$ cat config.mk
export PLATFORM = sky130hd
export DESIGN_NAME = multicycle_ctrl_fsm
export DESIGN_NICKNAME = d
export VERILOG_FILES = /design/src/rtl/cpu_ctrl_pkg.sv /design/src/rtl/mem_wait_timer.sv /design/src/rtl/multicycle_ctrl_fsm.sv
export SDC_FILE = /design/constraint.sdc
export NUM_CORES = 1
export LEC_CHECK = 0
export BUFFER_PORTS_ARGS = -buffer_cell sky130_fd_sc_hd__clkbuf_2
export CAP_MARGIN = 40
export CORE_MARGIN = 1.5
export CORE_UTILIZATION = 29
export DETAILED_ROUTE_END_ITERATION = 8
export PLACE_DENSITY = 0.5
export SYNTH_ARGS = -nofsm -noshare
export SYNTH_HDL_FRONTEND = slang
export SYNTH_SLANG_ARGS = --single-unit
$ cat constraint.sdc
create_clock -name clk -period 2.9 [get_ports clk]
set_clock_uncertainty 0.1 [all_clocks]
set_input_delay 0.145 -clock clk [delete_from_list [all_inputs] [get_ports clk]]
set_output_delay 0.145 -clock clk [all_outputs]
set_load 0.005 [all_outputs]
$ cat src/rtl/cpu_ctrl_pkg.sv
// Shared encodings for the multicycle controller: opcodes, funcs, ALUOp,
// ALUSrcB selects, state codes and the opcode decode helpers.
`timescale 1ns/1ps
package cpu_ctrl_pkg;

    localparam logic [3:0] OP_SHIFT = 4'h0;
    localparam logic [3:0] OP_LW    = 4'h1;
    localparam logic [3:0] OP_SW    = 4'h2;
    localparam logic [3:0] OP_JMP   = 4'h3;
    localparam logic [3:0] OP_BEQ   = 4'h4;
    localparam logic [3:0] OP_BNQ   = 4'h5;
    localparam logic [3:0] OP_ORI   = 4'h6;
    localparam logic [3:0] OP_NANDI = 4'h7;
    localparam logic [3:0] OP_ADD   = 4'h8;
    localparam logic [3:0] OP_ADDI1 = 4'h9;
    localparam logic [3:0] OP_ADDI2 = 4'hA;
    localparam logic [3:0] OP_NAND  = 4'hB;
    localparam logic [3:0] OP_SUB   = 4'hC;
    localparam logic [3:0] OP_SUBI1 = 4'hD;
    localparam logic [3:0] OP_SUBI2 = 4'hE;
    localparam logic [3:0] OP_OR    = 4'hF;

    localparam logic [3:0] FN_SLL = 4'h1;
    localparam logic [3:0] FN_SRL = 4'h2;
    localparam logic [3:0] FN_SRA = 4'h3;

    localparam logic [2:0] ALU_ADD  = 3'b000;
    localparam logic [2:0] ALU_SUB  = 3'b001;
    localparam logic [2:0] ALU_NAND = 3'b010;
    localparam logic [2:0] ALU_SLL  = 3'b011;
    localparam logic [2:0] ALU_SRL  = 3'b100;
    localparam logic [2:0] ALU_OR   = 3'b101;
    localparam logic [2:0] ALU_SRA  = 3'b110;

    localparam logic [2:0] SRCB_B   = 3'b000;
    localparam logic [2:0] SRCB_ONE = 3'b001;
    localparam logic [2:0] SRCB_IMM = 3'b010;
    localparam logic [2:0] SRCB_OFS = 3'b011;
    localparam logic [2:0] SRCB_JT  = 3'b100;

    typedef enum logic [3:0] {
        S_FETCH  = 4'd0,
        S_DECODE = 4'd1,
        S_EX_ALU = 4'd2,
        S_WB_ALU = 4'd3,
        S_EX_BR  = 4'd4,
        S_EX_JMP = 4'd5,
        S_EX_MEM = 4'd6,
        S_MEM_RD = 4'd7,
        S_MEM_WR = 4'd8,
        S_WB_MEM = 4'd9,
        S_TRAP   = 4'd10
    } state_t;

    function automatic state_t decode_next(input logic [3:0] op,
                                           input logic [3:0] fn);
        state_t r;
        r = S_TRAP;
        case (op)
            OP_SHIFT:
                r = (fn inside {FN_SLL, FN_SRL, FN_SRA}) ? S_EX_ALU : S_TRAP;
            OP_ADD, OP_ADDI1, OP_ADDI2, OP_SUB, OP_SUBI1, OP_SUBI2,
            OP_NAND, OP_NANDI, OP_OR, OP_ORI:
                r = S_EX_ALU;
            OP_BEQ, OP_BNQ: r = S_EX_BR;
            OP_JMP:         r = S_EX_JMP;
            OP_LW, OP_SW:   r = S_EX_MEM;
            default:        r = S_TRAP;
        endcase
        return r;
    endfunction

    function automatic logic [2:0] alu_op_of(input logic [3:0] op,
                                             input logic [3:0] fn);
        logic [2:0] r;
        r = ALU_ADD;
        case (op)
            OP_SUB, OP_SUBI1, OP_SUBI2: r = ALU_SUB;
            OP_NAND, OP_NANDI:          r = ALU_NAND;
            OP_OR, OP_ORI:              r = ALU_OR;
            OP_SHIFT: begin
                case (fn)
                    FN_SRL:  r = ALU_SRL;
                    FN_SRA:  r = ALU_SRA;
                    default: r = ALU_SLL;
                endcase
            end
            default: r = ALU_ADD;
        endcase
        return r;
    endfunction

    function automatic logic is_imm(input logic [3:0] op);
        return op inside {OP_SHIFT, OP_ADDI1, OP_ADDI2, OP_SUBI1,
                          OP_SUBI2, OP_NANDI, OP_ORI};
    endfunction

endpackage

$ cat src/rtl/mem_wait_timer.sv
// Counts non-ready cycles in a memory wait state; flags the cycle
// whose miss would exhaust the MEM_TIMEOUT budget.
`timescale 1ns/1ps
module mem_wait_timer #(
    parameter int MEM_TIMEOUT = 15,
    parameter int TO_W        = 4
) (
    input  logic clk,
    input  logic rst,
    input  logic wait_en,
    input  logic mem_ready,
    output logic timeout
);

    logic [TO_W-1:0] cnt;

    always_ff @(posedge clk or posedge rst) begin
        if (rst) begin
            cnt <= '0;
        end else if (!wait_en || mem_ready) begin
            cnt <= '0;
        end else begin
            cnt <= cnt + 1'b1;
        end
    end

    // A ready in the final cycle still completes the access.
    assign timeout = wait_en && !mem_ready &&
                     (cnt == TO_W'(MEM_TIMEOUT - 1));

endmodule

$ cat src/rtl/multicycle_ctrl_fsm.sv
// Multicycle controller for the 16-bit datapath: fetch/decode/execute/
// mem/wb sequencing with memory wait timeout and sticky traps.
`timescale 1ns/1ps
module multicycle_ctrl_fsm
    import cpu_ctrl_pkg::*;
#(
    parameter int OPCODE_W    = 4,
    parameter int FUNC_W      = 4,
    parameter int ALUOP_W     = 3,
    parameter int MEM_TIMEOUT = 15,
    parameter int TO_W        = 4
) (
    input  logic                clk,
    input  logic                rst,
    input  logic [OPCODE_W-1:0] opcode,
    input  logic [FUNC_W-1:0]   func_field,
    input  logic                mem_ready,
    output logic [1:0]          PCSrc,
    output logic [ALUOP_W-1:0]  ALUOp,
    output logic                sign_extend,
    output logic                ALUSrcA,
    output logic [2:0]          ALUSrcB,
    output logic [1:0]          ReadR1,
    output logic                ReadR2,
    output logic                RegWriteDst,
    output logic                MemToReg,
    output logic                PCBEqCond,
    output logic                PCBNqCond,
    output logic                PCWrite,
    output logic                MemWrite,
    output logic                MemRead,
    output logic                IRWrite,
    output logic                RegWrite,
    output logic                WriteA,
    output logic                WriteB,
    output logic                illegal_op,
    output logic                bus_err,
    output logic [3:0]          state_o
);

    state_t     state;
    state_t     dec_next;
    logic [3:0] op4;
    logic [3:0] fn4;
    logic       wait_en;
    logic       timeout;

    assign op4      = 4'(opcode);
    assign fn4      = 4'(func_field);
    assign dec_next = decode_next(op4, fn4);
    assign wait_en  = state inside {S_FETCH, S_MEM_RD, S_MEM_WR};
    assign state_o  = state;

    mem_wait_timer #(
        .MEM_TIMEOUT(MEM_TIMEOUT),
        .TO_W       (TO_W)
    ) u_timer (
        .clk      (clk),
        .rst      (rst),
        .wait_en  (wait_en),
        .mem_ready(mem_ready),
        .timeout  (timeout)
    );

    always_ff @(posedge clk or posedge rst) begin
        if (rst) begin
            state      <= S_FETCH;
            illegal_op <= 1'b0;
            bus_err    <= 1'b0;
        end else begin
            case (state)
                S_FETCH, S_MEM_RD, S_MEM_WR: begin
                    if (mem_ready) begin
                        state <= (state == S_FETCH)  ? S_DECODE :
                                 (state == S_MEM_RD) ? S_WB_MEM : S_FETCH;
                    end else if (timeout) begin
                        state   <= S_TRAP;
                        bus_err <= 1'b1;
                    end
                end
                S_DECODE: begin
                    state <= dec_next;
                    if (dec_next == S_TRAP) illegal_op <= 1'b1;
                end
                S_EX_ALU: state <= S_WB_ALU;
                S_EX_MEM: state <= (op4 == OP_LW) ? S_MEM_RD : S_MEM_WR;
                S_WB_ALU, S_EX_BR, S_EX_JMP, S_WB_MEM: state <= S_FETCH;
                S_TRAP:   state <= S_TRAP;
                default:  state <= S_TRAP;
            endcase
        end
    end

    always_comb begin
        PCSrc       = 2'b00;
        ALUOp       = '0;
        sign_extend = 1'b0;
        ALUSrcA     = 1'b0;
        ALUSrcB     = SRCB_B;
        ReadR1      = 2'b00;
        ReadR2      = 1'b0;
        RegWriteDst = 1'b0;
        MemToReg    = 1'b0;
        PCBEqCond   = 1'b0;
        PCBNqCond   = 1'b0;
        PCWrite     = 1'b0;
        MemWrite    = 1'b0;
        MemRead     = 1'b0;
        IRWrite     = 1'b0;
        RegWrite    = 1'b0;
        WriteA      = 1'b0;
        WriteB      = 1'b0;
        case (state)
            S_FETCH: begin
                MemRead = 1'b1;
                ALUSrcB = SRCB_ONE;
                IRWrite = mem_ready;
                PCWrite = mem_ready;
            end
            S_DECODE: begin
                WriteA = 1'b1;
                WriteB = 1'b1;
            end
            S_EX_ALU: begin
                ALUSrcA     = 1'b1;
                ALUOp       = ALUOP_W'(alu_op_of(op4, fn4));
                ALUSrcB     = is_imm(op4) ? SRCB_IMM : SRCB_B;
                sign_extend = op4 inside {OP_ADDI1, OP_SUBI1, OP_ORI};
            end
            S_WB_ALU: begin
                RegWrite    = 1'b1;
                RegWriteDst = 1'b1;
            end
            S_EX_BR: begin
                ALUSrcA   = 1'b1;
                ALUOp     = ALUOP_W'(ALU_SUB);
                ReadR1    = 2'b01;
                PCBEqCond = (op4 == OP_BEQ);
                PCBNqCond = (op4 == OP_BNQ);
            end
            S_EX_JMP: begin
                PCSrc   = 2'b01;
                ALUSrcB = SRCB_JT;
                PCWrite = 1'b1;
            end
            S_EX_MEM: begin
                ALUSrcA     = 1'b1;
                ALUSrcB     = SRCB_OFS;
                sign_extend = 1'b1;
                ReadR1      = 2'b10;
                ReadR2      = 1'b1;
            end
            S_MEM_RD: MemRead = 1'b1;
            S_MEM_WR: begin
                MemWrite = 1'b1;
                ReadR2   = 1'b1;
            end
            S_WB_MEM: begin
                RegWrite = 1'b1;
                MemToReg = 1'b1;
            end
            default: ;
        endcase
    end

endmodule
# Yosys cells after proc, flatten, opt, wreduce, memory -nomap -nowiden
# Index checks and enable logic that the tools add are counted.
# word_totals
reg_bits	10
latchBits	0
ramBits	0
rom_bits	0
inputBits	11
out_inout_bits	30
elab_cells	90
memories	0
# op_classes
add_sub_neg	1
mul	0
div	0
order_cmp	0
n_eq_ne	30
shifts	0
n_mux	29
bitwise_logic	1
reduce_logical	25
# ops
op	n
4-bit == test, second input constant	12
4-bit case mux with 5 select lines	2
4-bit by 3-bit == test with 1-bit output, second input constant	8
4-bit 2-to-1 mux	7
4-bit by 2-bit == test with 1-bit output, second input constant	6
3-bit case mux with 4 select lines	2
2-bit OR reduction	7
4-bit by 1-bit == test with 1-bit output, second input constant	3
1-bit 2-to-1 mux	12
3-bit case mux with 2 select lines	2
10-bit OR reduction	1
3-bit nonzero test	3
3-bit OR reduction	3
4-bit logical NOT	2
7-bit nonzero test	1
4-bit by 1-bit adder with 4-bit output, second input constant	1
1-bit case mux with 2 select lines	2
2-bit case mux with 2 select lines	1
4-bit OR reduction	1
3-bit inequality test, second input constant	1
3-bit AND reduction	1
1-bit logical AND	2
1-bit logical NOT	2
2-bit 2-to-1 mux	1
3 further kinds	3

# Logic depth before layout (Yosys ltp)
# Gate-level depths: netlist of the first run.
# depth
word_depth	7
ltp_mapped	5
mapped_depth_nobuf	5

# Cells and area by module
# Synthesis of the first run repeated with hierarchy kept, for this count alone.
# unflattened
cells_unflattened	133
area_unflattened_um2	982.2
# modules_own_cells
module	instances	cells_each	area_each_um2	seq_area_each_um2
multicycle_ctrl_fsm	1	114	782.0	150.1
mem_wait_timer	1	19	200.2	100.1

# Worst setup path before layout of the first run
# OpenSTA, ideal clock, no wires.
# synth_timing
path_type	reg2out
startpoint	reg state[3] (netlist: state_o[3])
endpoint	out PCBEqCond
arrival_ps	1323
t_required_ps	2655
path_slack_ps	1332
stages_incl_launch_ff	6
path_buffers	1
path_cell_list	dfrtp_1 -> clkbuf_1 -> nand2b_1 -> nor3_1 -> nand2_1 -> nor3_1
# synth_between
elab_chain_cells	2
# synth_lines
item	line_no	text
from (decl)	multicycle_ctrl_fsm.sv:41	state_t state;
from (signal assigned)	multicycle_ctrl_fsm.sv:74	state <= (state == S_FETCH) ? S_DECODE :
from (signal assigned)	multicycle_ctrl_fsm.sv:82	state <= dec_next;
from (signal assigned)	multicycle_ctrl_fsm.sv:86	S_EX_MEM: state <= (op4 == OP_LW) ? S_MEM_RD : S_MEM_WR;
4-bit by 3-bit == test with 1-bit output	multicycle_ctrl_fsm.sv:113	case (state)
1-bit 2-to-1 mux	multicycle_ctrl_fsm.sv:113	
to (decl)	multicycle_ctrl_fsm.sv:27	output logic PCBEqCond,
# No other way between the ends.

# Worst setup path in the final report of the first run
# layout_timing
startpoint	reg state[2] (netlist: state_o[2])
endpoint	out PCBEqCond
# Same word-level chain as after synthesis.

==> flow_results.xml, run 1 <==
<?xml version="1.0" encoding="UTF-8"?>
<metrics>
  <group name="outcome">
    <metric name="status" unit="">complete, no violations</metric>
  </group>
  <group name="synth">
    <metric name="yosys_register_bits" unit="">10</metric>
    <metric name="synth_edf_count" unit="">0</metric>
    <metric name="syn_nets" unit="">133</metric>
    <metric name="synth_area_leaders" unit="">sky130_fd_sc_hd__dfrtp_1 27%, sky130_fd_sc_hd__buf_4 4.0%, sky130_fd_sc_hd__nor2_1 4.0%</metric>
    <metric name="seq_total_area_yosys" unit="%">26.8</metric>
    <metric name="synthesis.area_per_instance" unit="µm²">7.79</metric>
    <metric name="cell_accounting_for_the_most_synthesized_area" unit="">sky130_fd_sc_hd__dfrtp_1</metric>
    <metric name="synthesis.instances" unit="">120</metric>
    <metric name="number_of_library_cell_types_mapped_by_synthesis" unit="">49</metric>
    <metric name="synth_top_cell_area_share" unit="%">26.8</metric>
    <metric name="yosys_warnings" unit="">0</metric>
    <metric name="post_synthesis_cell_area" unit="µm²">935</metric>
    <metric name="synthArstFlopShare" unit="%">100</metric>
    <metric name="top_flip_flop_cell_by_instance_count_after_synthesis" unit="">sky130_fd_sc_hd__dfrtp_1</metric>
  </group>
  <group name="timing">
    <metric name="final_slew_viol_count" unit="">0</metric>
    <metric name="layout_worst_path_cycle_share" unit="%">71.0</metric>
    <metric name="worst_slew_margin_rel" unit="%">66.5</metric>
    <metric name="fin_setup_tns" unit="ns">0</metric>
    <metric name="grt_setup_unrepaired" unit="">false</metric>
    <metric name="final.min_clock_period" unit="ns">2.06</metric>
    <metric name="finalSetupViolCount" unit="">0</metric>
    <metric name="worst-slew-pin-transition" unit="ns">0.502</metric>
    <metric name="max_freq" unit="MHz">486</metric>
    <metric name="hold_viol_final" unit="">0</metric>
  </group>
  <group name="final_layout">
    <metric name="mostFrequentLayoutCell" unit="">sky130_fd_sc_hd__clkbuf_2</metric>
    <metric name="antennaDiodeCount" unit="">0</metric>
    <metric name="finalNetCount" unit="">167</metric>
    <metric name="synthToLayoutAreaGrowth" unit="%">23.6</metric>
    <metric name="final_cell_area" unit="mm²">0.00115</metric>
    <metric name="drive_above_1_share" unit="%">30.1</metric>
    <metric name="mostFrequentLayoutCells" unit="">39 x sky130_fd_sc_hd__clkbuf_2, 10 x sky130_fd_sc_hd__nor2_1, 10 x sky130_fd_sc_hd__dfrtp_1</metric>
  </group>
  <group name="clock_network">
    <metric name="cts_tree" unit="">yes</metric>
    <metric name="post_cts.repair.setup_buffers" unit="">0</metric>
    <metric name="clk_latency" unit="ns">0.27</metric>
    <metric name="cts.sinks" unit="">10</metric>
    <metric name="worst_setup_hold_path_clk_slew" unit="ns">0.07</metric>
    <metric name="htree_levels" unit="">1</metric>
    <metric name="number_of_cts_inserted_buffers" unit="">3</metric>
    <metric name="cts_root_buf" unit="">sky130_fd_sc_hd__clkbuf_4</metric>
    <metric name="clock_path_buffers" unit="">2</metric>
  </group>
  <group name="detailed_routing">
    <metric name="routed-via-count" unit="">994</metric>
    <metric name="routed_wl" unit="µm">2370</metric>
    <metric name="route.detailed.drc" unit="">0</metric>
    <metric name="routed_via_density" unit="">5.05</metric>
    <metric name="drtPass1Iterations" unit="">4</metric>
    <metric name="avgRoutedWirePerCell" unit="µm">12.1</metric>
    <metric name="drtIter0Drc" unit="">86</metric>
    <metric name="ant_nets" unit="">0</metric>
  </group>
  <group name="power">
    <metric name="power.ir.vdd_worst" unit="mV">0.212</metric>
    <metric name="static_leakage" unit="nW">0.534</metric>
    <metric name="p_per_area" unit="mW/mm²">265</metric>
  </group>
  <group name="place">
    <metric name="place.port_buffers" unit="">39</metric>
    <metric name="placed_cell_area" unit="mm²">0.00111</metric>
    <metric name="place.detailed.hpwl" unit="µm">1720</metric>
    <metric name="final_weighted_congestion_in_routability_driven_placement" unit="">0.740</metric>
  </group>
  <group name="critical_path">
    <metric name="critPathKind" unit="">flip-flop to output pin</metric>
    <metric name="worst_setup_path_start_kind" unit="">flip-flop</metric>
    <metric name="critical_path_fanouts_max" unit="">15</metric>
    <metric name="worstPathArrival" unit="ns">1.81</metric>
    <metric name="critPathRequiredTime" unit="ns">2.65</metric>
    <metric name="timing.critical_path.to_type" unit="">output pin</metric>
  </group>
  <group name="min_path">
    <metric name="min_path_type" unit="">input port to flip-flop</metric>
  </group>
  <group name="grt">
    <metric name="gr-usage-all-layers" unit="%">14.1</metric>
    <metric name="antenna_found_initial" unit="">0</metric>
    <metric name="globalRouteOverflowTotal" unit="">0</metric>
    <metric name="via_count_of_the_first_global_routing_pass" unit="">872</metric>
    <metric name="maximum_number_of_pins_on_one_net_before_global_route_repair" unit="">19</metric>
    <metric name="grt_pass1_wl" unit="µm">3930</metric>
  </group>
  <group name="floorplanning">
    <metric name="design.portCount" unit="">41</metric>
    <metric name="die_width" unit="µm">59.8</metric>
    <metric name="floorplan.initialDensity" unit="%">30.6</metric>
    <metric name="rows" unit="">20</metric>
    <metric name="die-area" unit="mm²">0.00357</metric>
    <metric name="floorplan.die.height" unit="µm">59.8</metric>
    <metric name="design.core.area" unit="mm²">0.00305</metric>
  </group>
  <group name="job">
    <metric name="drv.max_cap_violation_count" unit="">0</metric>
  </group>
</metrics>
[synth_stat cells, drive strengths merged, types with 2 or more instances]
cell type and instances:
or2 4, dfrtp 10, nor2 11, ha 2, nand3b 2, nor4b 2
o31ai 2, nand2 8, nor4 2, xor2 3, a31oi 2, a21o 2
nor3 7, inv 4, nand3 7, a21oi 7, o21ai 6, nor2b 2
nand2b 5, or3 2, clkbuf 3, buf 8
[layout make-up]
class                   count  area [µm²]
multi-input cells          95         593
well taps                  44        55.1
repair buffers             40         205
fillers                   352        1900
inverters                   4        15.0
flip-flops and latches     10         250
clock buffers               4        36.3
[what timing repair did]
item,4_1_cts,5_1_grt
endpoints found under the hold margin,10,0
hold buffers,1,0
gates resized for setup,0,0
[per-layer routing]
layer  GRT usage [%]  wire (µm)  part of all wire (%)  vias up
met5               0          0                     0        -
met4            6.03         27                   1.1        0
met3            2.16        167                   7.0        3
met2            19.7        980                    41       44
met1            21.0       1200                    51      454
li1                -          -                     -      493
[final timing paths]
path	start	end	slack, ns	cells after the start
max in group asynchronous	rst	u_timer.cnt[2]	2.14	3
min in group asynchronous	rst	illegal_op	0.28	3
setup / recovery	state_o[2]	PCBEqCond	0.84	5
hold reg to reg	illegal_op	illegal_op	0.36	1
setup reg to reg	state_o[2]	state_o[2]	1.05	4
hold / removal	mem_ready	state_o[0]	0.11	3
[registers in the layout, summed over array words and instances, names as in the netlist]
| signal | flops |
|---|---|
| state_o | 4 |
| u_timer.cnt | 4 |
| bus_err | 1 |
| illegal_op | 1 |
[where the power goes]
part	internal (mW)	total, mW	switching [mW]	leakage [nW]
logic	0.0142	0.0378	0.0236	0.386
clock network	0.0763	0.128	0.0520	0.0210
registers	0.140	0.140	0.000267	0.127
[stage by stage]
| stage | hold slack, ns | utilization [%] | instances | setup slack [ns] | total power [mW] |
|---|---|---|---|---|---|
| 6_report | 0.112 | 37.8 | 197 | 0.840 | 0.306 |
| 5_1_grt | 0.157 | 37.8 | 197 | 0.584 | 0.324 |
| 4_1_cts | 0.107 | 37.8 | 197 | 0.856 | 0.312 |
| 3_5_place_dp | 0.0271 | 36.3 | 192 | 1.08 | 0.180 |
| 3_3_place_gp | 0.0237 | 36.3 | 192 | 1.13 | 0.179 |
| 2_1_floorplan | -0.115 | - | 120 | 1.33 | 0.169 |
[cells by family (layout without fill, tap and decap cells)]
group	after synthesis	count (layout)	share of synthesized area, %
simple gates	59	59	35.2
fa+ha+maj	2	2	2.68
buf+inv	15	48	9.77
flops	10	10	26.8
other cells	1	1	0.401
xor+xnor	4	4	3.75
mux	1	1	1.07
compound gates	28	28	20.3
[critical path: stages, from the launching register on]
cell and delay, ns:
sky130_fd_sc_hd__dfrtp_1 0.62, sky130_fd_sc_hd__nand2b_1 0.17, sky130_fd_sc_hd__nor3_1 0.33, sky130_fd_sc_hd__nand2_1 0.12, sky130_fd_sc_hd__nor3_1 0.15, sky130_fd_sc_hd__clkbuf_2 0.14
Note: power is estimated with default switching activity, not from simulation.
==> run 2: changes to the inputs <==
--- a/config.mk
+++ b/config.mk
@@ -5,12 +5,13 @@
 export SDC_FILE = /design/constraint.sdc
 export NUM_CORES = 1
 export LEC_CHECK = 0
+export ABC_AREA = 1
 export BUFFER_PORTS_ARGS = -buffer_cell sky130_fd_sc_hd__clkbuf_2
 export CAP_MARGIN = 40
 export CORE_MARGIN = 1.5
 export CORE_UTILIZATION = 29
 export DETAILED_ROUTE_END_ITERATION = 8
-export PLACE_DENSITY = 0.5
+export PLACE_DENSITY = 0.51
 export SYNTH_ARGS = -nofsm -noshare
 export SYNTH_HDL_FRONTEND = slang
 export SYNTH_SLANG_ARGS = --single-unit
==> constraint.sdc (replaced) <==
create_clock -name clk -period 1.9 [get_ports clk]
set_clock_uncertainty 0.1 [all_clocks]
set_input_delay 0.095 -clock clk [delete_from_list [all_inputs] [get_ports clk]]
set_output_delay 0.095 -clock clk [all_outputs]
set_load 0.005 [all_outputs]
==> run 2 against run 1 <==
The flow now finishes with violations (DRC). Hold slack worse by 0.029 ns. Non-clock buffer count stayed put. Sequential share of layout area up 0.19 points. Synthesized area fell by 5.6%. Sequential cell count unchanged. Combinational power is 27% higher. Critical path type unchanged. Highest routed layer is now met3.
==> flow_results.xml, run 2 <==
<?xml version="1.0" encoding="UTF-8"?>
<metrics>
  <group name="outcome">
    <metric name="failed_checks" unit="">DRC</metric>
    <metric name="status" unit="">complete, but fails checks</metric>
  </group>
  <group name="detailed_routing">
    <metric name="avgRoutedWirePerCell" unit="µm">10.0</metric>
    <metric name="routed_wl" unit="µm">2090</metric>
    <metric name="routed_via_density" unit="">4.72</metric>
    <metric name="drtIter0Drc" unit="">73</metric>
    <metric name="ant_nets" unit="">0</metric>
    <metric name="route.detailed.drc" unit="">7</metric>
    <metric name="drtPass1Iterations" unit="">8</metric>
    <metric name="routed-via-count" unit="">987</metric>
  </group>
  <group name="synth">
    <metric name="synthArstFlopShare" unit="%">100</metric>
    <metric name="syn_nets" unit="">150</metric>
    <metric name="top_flip_flop_cell_by_instance_count_after_synthesis" unit="">sky130_fd_sc_hd__dfrtp_1</metric>
    <metric name="yosys_warnings" unit="">0</metric>
    <metric name="seq_total_area_yosys" unit="%">28.4</metric>
    <metric name="post_synthesis_cell_area" unit="µm²">882</metric>
    <metric name="synth_edf_count" unit="">0</metric>
    <metric name="synth_commonest_cells" unit="">34 x sky130_fd_sc_hd__nand2_1, 19 x sky130_fd_sc_hd__inv_1, 19 x sky130_fd_sc_hd__nor2_1</metric>
    <metric name="synthesis.area_per_instance" unit="µm²">6.44</metric>
    <metric name="synth_top_cell_area_share" unit="%">28.4</metric>
    <metric name="yosys.cell_count.top_type" unit="">sky130_fd_sc_hd__nand2_1</metric>
    <metric name="number_of_library_cell_types_mapped_by_synthesis" unit="">31</metric>
    <metric name="yosys_register_bits" unit="">10</metric>
    <metric name="synth_area_leaders" unit="">sky130_fd_sc_hd__dfrtp_1 28%, sky130_fd_sc_hd__nand2_1 14%, sky130_fd_sc_hd__inv_1 8.1%</metric>
    <metric name="cell_accounting_for_the_most_synthesized_area" unit="">sky130_fd_sc_hd__dfrtp_1</metric>
    <metric name="synthesis.instances" unit="">137</metric>
  </group>
  <group name="power">
    <metric name="power" unit="mW">0.453</metric>
    <metric name="power.ir.vdd_worst" unit="mV">0.494</metric>
    <metric name="static_leakage" unit="nW">0.710</metric>
    <metric name="p_per_area" unit="mW/mm²">395</metric>
  </group>
  <group name="grt">
    <metric name="grt_pass1_wl" unit="µm">3760</metric>
    <metric name="via_count_of_the_first_global_routing_pass" unit="">897</metric>
    <metric name="globalRouteOverflowTotal" unit="">0</metric>
    <metric name="gr-usage-all-layers" unit="%">13.9</metric>
    <metric name="maximum_number_of_pins_on_one_net_before_global_route_repair" unit="">11</metric>
    <metric name="antenna_found_initial" unit="">0</metric>
  </group>
  <group name="timing">
    <metric name="finalSetupViolCount" unit="">0</metric>
    <metric name="grt_setup_unrepaired" unit="">false</metric>
    <metric name="fin_setup_tns" unit="ns">0</metric>
    <metric name="final_critical_path_setup_slack" unit="ns">0.154</metric>
    <metric name="layout_worst_path_cycle_share" unit="%">91.9</metric>
    <metric name="final_slew_viol_count" unit="">0</metric>
    <metric name="max_freq" unit="MHz">573</metric>
    <metric name="hold_viol_final" unit="">0</metric>
    <metric name="holdWs" unit="ns">0.0837</metric>
    <metric name="final.min_clock_period" unit="ns">1.75</metric>
  </group>
  <group name="floorplanning">
    <metric name="floorplan.die.height" unit="µm">58.2</metric>
    <metric name="design.portCount" unit="">41</metric>
    <metric name="floorplan.initialDensity" unit="%">31.2</metric>
    <metric name="die-area" unit="mm²">0.00338</metric>
    <metric name="rows" unit="">19</metric>
    <metric name="die_width" unit="µm">58.2</metric>
    <metric name="design.core.area" unit="mm²">0.00283</metric>
  </group>
  <group name="place">
    <metric name="setup_slack_placement" unit="ns">0.394</metric>
    <metric name="place.detailed.hpwl" unit="µm">1780</metric>
    <metric name="place.port_buffers" unit="">39</metric>
    <metric name="final_weighted_congestion_in_routability_driven_placement" unit="">0.799</metric>
  </group>
  <group name="final_layout">
    <metric name="mostFrequentLayoutCells" unit="">39 x sky130_fd_sc_hd__clkbuf_2, 34 x sky130_fd_sc_hd__nand2_1, 19 x sky130_fd_sc_hd__inv_1, 19 x sky130_fd_sc_hd__nor2_1, 11 x sky130_fd_sc_hd__nand3_1</metric>
    <metric name="regArea" unit="µm²">250</metric>
    <metric name="multi_input_area" unit="µm²">526</metric>
    <metric name="drive_above_1_share" unit="%">32.6</metric>
    <metric name="finalNetCount" unit="">192</metric>
    <metric name="synthToLayoutAreaGrowth" unit="%">29.8</metric>
    <metric name="mostFrequentLayoutCell" unit="">sky130_fd_sc_hd__clkbuf_2</metric>
    <metric name="utilization" unit="%">40.5</metric>
    <metric name="fill_cells" unit="">321</metric>
    <metric name="antennaDiodeCount" unit="">0</metric>
  </group>
  <group name="clock_network">
    <metric name="cts.sinks" unit="">10</metric>
    <metric name="clock_path_buffers" unit="">2</metric>
    <metric name="cts_tree" unit="">yes</metric>
    <metric name="clk_latency" unit="ns">0.27</metric>
    <metric name="htree_levels" unit="">1</metric>
    <metric name="worst_setup_hold_path_clk_slew" unit="ns">0.07</metric>
    <metric name="number_of_cts_inserted_buffers" unit="">3</metric>
    <metric name="cts_root_buf" unit="">sky130_fd_sc_hd__clkbuf_4</metric>
    <metric name="post_cts.repair.setup_buffers" unit="">0</metric>
  </group>
  <group name="job">
    <metric name="drv.max_cap_violation_count" unit="">0</metric>
  </group>
  <group name="critical_path">
    <metric name="critPathRequiredTime" unit="ns">1.70</metric>
    <metric name="worst_setup_path_start_kind" unit="">flip-flop</metric>
    <metric name="critPathKind" unit="">flip-flop to output pin</metric>
    <metric name="worstPathArrival" unit="ns">1.55</metric>
    <metric name="critical_path_fanouts_max" unit="">8</metric>
    <metric name="timing.critical_path.to_type" unit="">output pin</metric>
  </group>
  <group name="min_path">
    <metric name="min_path_type" unit="">input port to flip-flop</metric>
  </group>
</metrics>
-- run 2: cell type report --
type / instances / share of cell area, %
Clock buffer: 4 / 3.17
Sequential cell: 10 / 21.9
Multi-Input combinational cell: 101 / 45.9
Inverter: 23 / 7.76
Tap cell: 31 / 3.39
Timing Repair Buffer: 40 / 17.9
-- run 2: report_power, final --
part | switching [mW] | internal (mW) | leakage [nW]
sequential | 0 | 0.213 | 0.124
combinational | 0.0315 | 0.0167 | 0.565
clock | 0.0754 | 0.116 | 0.0210
total | 0.107 | 0.346 | 0.710
-- run 2: worst paths after layout --
kind	from	to	slack [ns]	cells after the start
hold reg to reg	illegal_op	illegal_op	0.38	2
setup / recovery	state_o[1]	RegWrite	0.15	5
min in group asynchronous	rst	illegal_op	0.22	3
setup reg to reg	state_o[1]	state_o[3]	0.46	7
hold / removal	func_field[0]	illegal_op	0.08	4
max in group asynchronous	rst	u_timer.cnt[0]	1.19	3
-- run 2: what timing repair did --
| item | CTS | global route |
|---|---|---|
| hold buffers | 1 | 0 |
| resized for setup | 0 | 1 |
| hold endpoints to repair | 10 | 0 |
| endpoints found under the setup margin | 0 | 3 |
-- run 2: cells by family (layout without fill, tap and decap cells) --
logic type	Yosys count	count (layout)	share of synthesized area, %
and+or+nand+nor	83	83	45.8
buffers and inverters	26	67	12.6
AOI/OAI and AO/OA	13	13	7.94
DFF	10	10	28.4
adders and majority gates	2	2	2.84
xor gates and xnor gates	2	2	1.99
other	1	1	0.425
-- run 2: metal layers --
metal,track usage [%],share of wire (%)
met1,19.0,50
met2,23.2,44
met3,4.24,6.6
met4,0,0
met5,0,0
-- run 2: metrics by stage --
step	cell area [µm²]	std cells
4_1_cts	1140	209
6_report	1140	209
5_1_grt	1140	209
2_1_floorplan	882	137
3_5_place_dp	1090	204
3_3_place_gp	1090	204
-- run 2: critical path, cell delays in order (launching register included) --
cell and delay [ns]:
sky130_fd_sc_hd__dfrtp_1 0.51, sky130_fd_sc_hd__inv_1 0.10, sky130_fd_sc_hd__nand2_1 0.18, sky130_fd_sc_hd__nor3_1 0.09
sky130_fd_sc_hd__or2_2 0.30, sky130_fd_sc_hd__clkbuf_2 0.11
